`src/rtl/store_buffer_pkg.sv`:
```
// Shared store-buffer types and the lane-mask encodings used by
// the core's store decode.
package store_buffer_pkg;

  localparam int SB_ADDR_W = 32;

  localparam logic [3:0] BE_BYTE = 4'b0001;
  localparam logic [3:0] BE_HALF = 4'b0011;
  localparam logic [3:0] BE_WORD = 4'b1111;

  typedef struct packed {
    logic [SB_ADDR_W-1:0] addr;
    logic [3:0]           be;
    logic [31:0]          data;
  } sb_entry_t;

endpackage

```
`src/rtl/sb_align.sv`:
```
// Lane shifter and misalign detector for one core store.
// Purely combinational.
module sb_align
  import store_buffer_pkg::*;
(
  input  logic [1:0]  off,
  input  logic [3:0]  byte_en,
  input  logic [31:0] write_data,
  output logic [3:0]  be_aligned,
  output logic [31:0] data_aligned,
  output logic        legal,
  output logic        misaligned
);

  always_comb begin
    be_aligned   = byte_en << off;
    data_aligned = write_data << {off, 3'b000};
    legal        = 1'b0;
    misaligned   = 1'b0;
    unique case (1'b1)
      (byte_en == BE_BYTE): begin
        legal = 1'b1;
      end
      (byte_en == BE_HALF): begin
        misaligned = (off == 2'd3);
        legal      = !misaligned;
      end
      (byte_en == BE_WORD): begin
        misaligned = (off != 2'd0);
        legal      = !misaligned;
      end
      default: begin
        legal      = 1'b0;
        misaligned = 1'b0;
      end
    endcase
  end

endmodule

```
`src/rtl/store_buffer.sv`:
```
// Posted-write FIFO between the core store port and the
// data-memory bus, with sticky overflow/misalign flags.
module store_buffer
  import store_buffer_pkg::*;
#(
  parameter int DEPTH  = 4,
  parameter int ADDR_W = 32
) (
  input  logic                       CLOCK,
  input  logic                       RESET_N,
  input  logic                       write_en,
  input  logic [3:0]                 byte_en,
  input  logic [31:0]                write_data,
  input  logic [ADDR_W-1:0]          addr,
  output logic                       full,
  output logic [$clog2(DEPTH):0]     count,
  output logic                       mem_valid,
  input  logic                       mem_ready,
  output logic [ADDR_W-1:0]          mem_addr,
  output logic [3:0]                 mem_be,
  output logic [31:0]                mem_wdata,
  output logic                       overflow,
  output logic                       misaligned,
  input  logic                       clear_err
);

  localparam int PW = $clog2(DEPTH);
  localparam int CW = PW + 1;

  sb_entry_t       mem_q [DEPTH];
  sb_entry_t       head;
  sb_entry_t       new_entry;
  logic [PW-1:0]   wr_ptr_q, wr_ptr_d;
  logic [PW-1:0]   rd_ptr_q, rd_ptr_d;
  logic [CW-1:0]   count_q, count_d;
  logic            ovf_q, ovf_d;
  logic            mis_q, mis_d;
  logic [3:0]      be_al;
  logic [31:0]     data_al;
  logic            legal, mis_in;
  logic            push, pop, drop_full;

  sb_align u_align (
    .off          (addr[1:0]),
    .byte_en      (byte_en),
    .write_data   (write_data),
    .be_aligned   (be_al),
    .data_aligned (data_al),
    .legal        (legal),
    .misaligned   (mis_in)
  );

  assign full      = (count_q == CW'(DEPTH));
  assign mem_valid = (count_q != '0);
  assign count     = count_q;
  assign head      = mem_q[rd_ptr_q];

  // Storage is not reset, so the bus payload is masked while empty.
  assign mem_addr  = mem_valid ? ADDR_W'(head.addr) : '0;
  assign mem_be    = mem_valid ? head.be : '0;
  assign mem_wdata = mem_valid ? head.data : '0;

  assign overflow   = ovf_q;
  assign misaligned = mis_q;

  always_comb begin
    new_entry      = '0;
    new_entry.addr = SB_ADDR_W'({addr[ADDR_W-1:2], 2'b00});
    new_entry.be   = be_al;
    new_entry.data = data_al;
  end

  always_comb begin
    pop       = mem_valid && mem_ready;
    push      = write_en && legal && (!full || pop);
    drop_full = write_en && legal && full && !pop;
    wr_ptr_d  = wr_ptr_q + PW'(push);
    rd_ptr_d  = rd_ptr_q + PW'(pop);
    count_d   = count_q + CW'(push) - CW'(pop);
    ovf_d     = (ovf_q && !clear_err) || drop_full;
    mis_d     = (mis_q && !clear_err) || (write_en && mis_in);
  end

  always_ff @(posedge CLOCK) begin
    if (!RESET_N) begin
      wr_ptr_q <= '0;
      rd_ptr_q <= '0;
      count_q  <= '0;
      ovf_q    <= 1'b0;
      mis_q    <= 1'b0;
    end else begin
      wr_ptr_q <= wr_ptr_d;
      rd_ptr_q <= rd_ptr_d;
      count_q  <= count_d;
      ovf_q    <= ovf_d;
      mis_q    <= mis_d;
    end
  end

  always_ff @(posedge CLOCK) begin
    if (push) begin
      mem_q[wr_ptr_q] <= new_entry;
    end
  end

endmodule
```
`config.mk`:
```
export PLATFORM = sky130hd
export DESIGN_NAME = store_buffer
export DESIGN_NICKNAME = d
export VERILOG_FILES = /design/src/rtl/store_buffer_pkg.sv /design/src/rtl/sb_align.sv /design/src/rtl/store_buffer.sv
export SDC_FILE = /design/constraint.sdc
export NUM_CORES = 1
export LEC_CHECK = 0
export ABC_AREA = 1
export CAP_MARGIN = 10
export CELL_PAD_IN_SITES_DETAIL_PLACEMENT = 1
export CELL_PAD_IN_SITES_GLOBAL_PLACEMENT = 1
export CORE_ASPECT_RATIO = 1.2
export CORE_MARGIN = 1
export CORE_UTILIZATION = 47
export DETAILED_ROUTE_END_ITERATION = 8
export PLACE_DENSITY_LB_ADDON = 0.12
export SLEW_MARGIN = 10
export SYNTH_ARGS = -nofsm -noshare
export SYNTH_HDL_FRONTEND = slang
export SYNTH_HIERARCHICAL = 1
export SYNTH_SLANG_ARGS = --single-unit
```
`constraint.sdc`:
```
create_clock -name CLOCK -period 9.6 [get_ports CLOCK]
set_input_delay 2.88 -clock CLOCK [delete_from_list [all_inputs] [get_ports CLOCK]]
set_output_delay 2.88 -clock CLOCK [all_outputs]
set_load 0.03 [all_outputs]
```
## After elaboration in Yosys (flattened, before gate mapping)

Memory sizes are Yosys's and may differ from the RTL's. A register that Yosys moved wholly into a read port is not among the register bits.
Index checks and enable logic that the tools add are counted.

- Register bits after elaboration: 9
- Output and inout bits: 75
- Logic and storage cells: 43
- Memories kept: 1
- Input port bits: 73
- Bits in writable memories: 264

Memory list:

| memory | words | width | read ports | clocked after memory_dff | write ports | RTL line | source |
|---|---|---|---|---|---|---|---|
| mem_q | 4 | 66 | 1 | 1 | 1 | store_buffer.sv:30 | `sb_entry_t mem_q [DEPTH];` |

- Add/sub/neg operators: 4
- Muxes and demuxes: 8
- Shift-type cells: 2
- Reduce and logical (&&, ||, !) cells: 18
- Eq/ne operators: 5

Operator list:

| cell | count |
|---|---|
| $mux W32 | 2 |
| $shl A32 B5 Y32 | 1 |
| $logic_and A1 B1 Y1 | 8 |
| $logic_not A1 Y1 | 5 |
| $add A2 B1 Y2 | 2 |
| $eq A4 B1 Y1 const B | 1 |
| $eq A4 B2 Y1 const B | 1 |
| $eq A4 B4 Y1 const B | 1 |
| $mux W4 | 1 |
| $shl A4 B2 Y4 | 1 |
| $add A3 B1 Y3 | 1 |
| $eq A3 B3 Y1 const B | 1 |
| $logic_or A1 B1 Y1 | 3 |
| $pmux W1 S3 | 1 |
| $reduce_bool A3 Y1 | 1 |
| $sub A3 B1 Y3 | 1 |
| $eq A2 B2 Y1 const B | 1 |
| $mux W1 | 2 |
| $mux W2 | 1 |
| $pmux W1 S2 | 1 |
| $reduce_bool A2 Y1 | 1 |

## Longest topological paths before layout

- Word-level depth: 7
- Gate-level depth with buffers: 13

## Cells and area by module

The synthesis kept the hierarchy.

By module, submodules not included:

| module | cells each | area an instance (um^2) | instances |
|---|---|---|---|
| store_buffer | 913 | 10910.5 | 1 |
| sb_align | 197 | 795.8 | 1 |

## Least setup slack after synthesis

OpenSTA, ideal clock, no wires.

- Path type: input to register
- From: input port addr[1]
- To: memory mem_q[0][0] (netlist bit) (enable)
- Data required time: 9.110 ns
- Arrival: 6.226 ns
- Buffers on the path: 1
- Cell stages on the path: 8
- Path slack: 2.883 ns
- Cell sequence: buf_2 -> nand3_1 -> nand3_1 -> nand2_1 -> nand2_1 -> inv_1 -> nand2_1 -> nor2_1

- Longest elaborated chain between the ends: 7

RTL lines:

| item | RTL line | source |
|---|---|---|
| start: declaration | store_buffer.sv:14 | `input logic [ADDR_W-1:0] addr,` |
| $eq A2 B2 Y1 or $reduce_bool A2 Y1 (tied branches) | sb_align.sv:25, sb_align.sv:29 |  |
| $logic_not A1 Y1, on equally long branches | sb_align.sv:26, sb_align.sv:30 |  |
| $pmux W1 S3 * | sb_align.sv:20 | `unique case (1'b1)` |
| via legal | store_buffer.sv:40 | `logic legal, mis_in;` |
| $logic_and A1 B1 Y1 * (2 in a row) | store_buffer.sv:75 | `push = write_en && legal && (!full \|\| pop);` |
| $mux W1 * | store_buffer.sv:101 | `if (push) begin` |
| $mux W1 (implied by the code) * | store_buffer.sv:102 | `mem_q[wr_ptr_q] <= new_entry;` |
| end: declaration | store_buffer.sv:30 |  |

Mark *: on every way through the listed nets, which the timed path passes. The rest lies on a longest branch.

==> out/results.tsv <==
stage	metric	value	unit
run_status	status	finished clean	
critical_path	CP max FO	74	
clock_network	maximum buffer depth of the clock tree	3	
clock_network	Worst-path clk slew	60	ps
drt	WL final	30.16	mm
global_route	number of global-route vias before repair	8752	
timing	TNS Setup	0	ps
global_route	M2 GR Usage	43.26	%
logic_synthesis	Synth warnings	6	
global_route	largest net degree at the start of global routing	94	
drt	wire per inst	19.16	um
cells_and_area	diode count	0	
place	I/O Buffers	145	
global_route	total global-route track usage	24.09	%
global_route	first-pass GRT wire length	47.33	mm
drt	DRC Markers	0	
logic_synthesis	Synth top area share	67.72	%
floorplan	chip height	174.9	um
drt	first-iteration detailed-routing DRC count	386	
logic_synthesis	Seq/Total Area, Yosys	69.26	%
timing	setup ws final	2856	ps
hold_path	HP Class	reg2reg	
logic_synthesis	area leader, netlist	edfxtp_1	
timing	crit share post-route	70.25	%
critical_path	required time worst endpoint	6720	ps
cells_and_area	share of cells above drive strength 1	4.625	%
floorplan	num rows	62	
global_route	initial antenna violation count	0	
clock_network	# hold bufs at CTS	0	
power_and_ir_drop	Logic pwr share	38.8	%
floorplan	Boundary Pins	148	
drt	Pre-antenna DRT Iters	4	
place	DP Worst Slack	3001	ps
logic_synthesis	Seq cells post-synth	273	
critical_path	FF-to-FF setup slack	6770	ps
logic_synthesis	synth unique cells	23	
cells_and_area	fin nets	1311	
clock_network	worst-skew pair later-pin latency	530	ps
timing	final hold viol count	0	
timing	count of pins over their slew limit	0	
logic_synthesis	Avg Cell Area, Syn	10.55	um^2
place	placed cells	1525	
run	Max Cap Viol	0	
timing	Peak Freq	148.3	MHz
critical_path	Critical Path Source Type	flop	
clock_network	TritonCTS clock tree	done	
floorplan	full die area	0.02554	mm^2
global_route	met3 Track Usage GR	2.924	%
floorplan	Initial Util	48.37	%
clock_network	post-CTS setup buffer count	0	
timing	Final Skew	7.299	ps
power_and_ir_drop	Internal Pwr Total	2.478	mW
critical_path	Crit path arrival time	3860	ps
timing	relative slew slack	26.95	%
power_and_ir_drop	power per cell area	281.7	mW/mm^2
logic_synthesis	Cells after Synth	1110	
power_and_ir_drop	sequential share of power	34.7	%
clock_network	CTS resizes	0	
timing	clock period minus worst slack	6744	ps
drt	vias per std cell	5.247	
power_and_ir_drop	Switching Share	37.83	%
logic_synthesis	Synth area leaders	edfxtp_1, nand2_1, nor2_1	
global_route	Global Route met1 Usage	30.34	%
critical_path	Worst Setup End Kind	output pin	
clock_network	CTS H-tree lvls	1	
power_and_ir_drop	total power	3.986	mW
power_and_ir_drop	worst vdd rail ir drop	0.2481	mV
power_and_ir_drop	switching pwr	1.508	mW
floorplan	Die W	146.1	um
timing	RSZ-0062 raised after global routing	no	
clock_network	# clock sinks	273	
cells_and_area	synthesis-to-layout area growth	20.85	%
floorplan	Core ar.	0.02420	mm^2
timing	# setup viols final	0	
drt	number of nets with antenna violations after routing	0	
timing	Worst-Margin Slew	1093	ps
global_route	gr ovfl total	0	
power_and_ir_drop	Clock power frac	26.5	%
place	DP HPWL	18.26	mm
logic_synthesis	post-synthesis cell area	0.01171	mm^2
critical_path	Setup CP Type	reg2out	
place	gpl congestion	0.8190	
global_route	gr busiest metal	met2	
drt	routed via count	8258	
clock_network	Clk Tree Root Cell	clkbuf_16	
clock_network	CTS buffer count	27	
cells_and_area	Finished Layout Cells	1574	
power_and_ir_drop	Pleak	5.484	nW
## flip-flops by register name, indices dropped and copies added (netlist names)
signal and flops:
misaligned 1, count 3, mem_q 264, wr_ptr_q 2, rd_ptr_q 2, overflow 1
## power groups by stage
stage | logic (mW) | clock network [mW] | registers (mW)
floorplan | 1.02 | 0 | 1.38
global placement | 1.52 | 0 | 1.41
detailed placement | 1.54 | 0 | 1.41
CTS | 1.56 | 1.07 | 1.38
global route | 1.67 | 1.11 | 1.39
finish | 1.55 | 1.06 | 1.38
## stage by stage
step                      util (%)  cell area [um^2]  hold WS [ps]
after global routing         58.45             14150         500.8
after floorplan                  -             11710         503.4
after detailed placement     54.82             13270         464.7
after global placement       54.82             13270         460.9
final                        58.45             14150         474.4
after CTS                    58.45             14150         477.9
## per-layer routing
layer / wire [um] / up-vias / part of all wire [%]
met5: 0 / - / 0
met3: 1221 / 51 / 4.0
met2: 15720 / 207 / 52
met4: 720 / 0 / 2.4
li1: - / 3936 / -
met1: 12500 / 4064 / 41
## layout by cell type (no fill, tap or decap)
cell type          n
nor2_2             1
buf_4              9
clkbuf_16         27
clkbuf_1           6
dfxtp_4            1
nand2_2            1
inv_1             53
inv_2              4
nand2_1          378
conb_1             2
o21ai_1            5
clkinv_2           2
fa_1               1
o21ai_0           61
inv_4              2
clkbuf_8           1
dfxtp_1            8
edfxtp_1         264
nand3_1           33
clkinv_1           8
clkdlybuf4s50_1  145
nor2_4             5
nor2_1           157
nand4_1            1
a21oi_1           68
clkinvlp_4         1
bufinv_16          4
xnor2_1            3
ha_1               3
## synth_stat cells
cell type  number
buf_6          13
nand3_1        33
clkbuf_1       13
o21ai_0        61
nor2_2          1
o21ai_1         5
xnor2_1         3
nand4_1         1
ha_1            3
inv_1          53
inv_4           1
inv_2           5
buf_4          13
dfxtp_1         9
fa_1            1
nor2_1        161
nand2_2         1
nor2_4          1
a21oi_1        68
edfxtp_1      264
buf_2          21
nand2_1       378
conb_1          1
## path summary, 6_finish.rpt
kind | from | end | cells past startpoint
worst max-delay path | rd_ptr_q[0]$_SDFF_PN0_ | mem_wdata[11] | 7
worst min-delay path | misaligned$_SDFF_PN0_ | misaligned$_SDFF_PN0_ | 2
worst max register to register | count[1]$_SDFF_PN0_ | mem_q[0][51]$_DFFE_PP_ | 7
worst min register to register | misaligned$_SDFF_PN0_ | misaligned$_SDFF_PN0_ | 2
## logic make-up after synthesis
| group | share of synthesized area [%] |
|---|---|
| buffers and inverters | 5.312 |
| adders and majority gates | 0.4917 |
| AOI/OAI and AO/OA | 5.729 |
| xor gates and xnor gates | 0.2245 |
| other | 0.03203 |
| DFF | 69.26 |
| and+or+nand+nor | 18.95 |
## layout make-up
type,count,area (um^2)
sequential,273,8112
clock buffer,34,711.9
fill,2623,10060
timing repair buffer,154,1519
inverter,59,226.5
tap,320,400.4
clock inverter,15,167.7
multi-input combinational,719,3010
## critical path: stages (launching register included)
cell	delay, ps
dfxtp_4	540
inv_4	560
buf_4	750
nand2_1	130
nand2_1	130
nand2_1	70
a21oi_1	340
clkdlybuf4s50_1	730
Note: power is estimated with default switching activity, not from simulation.
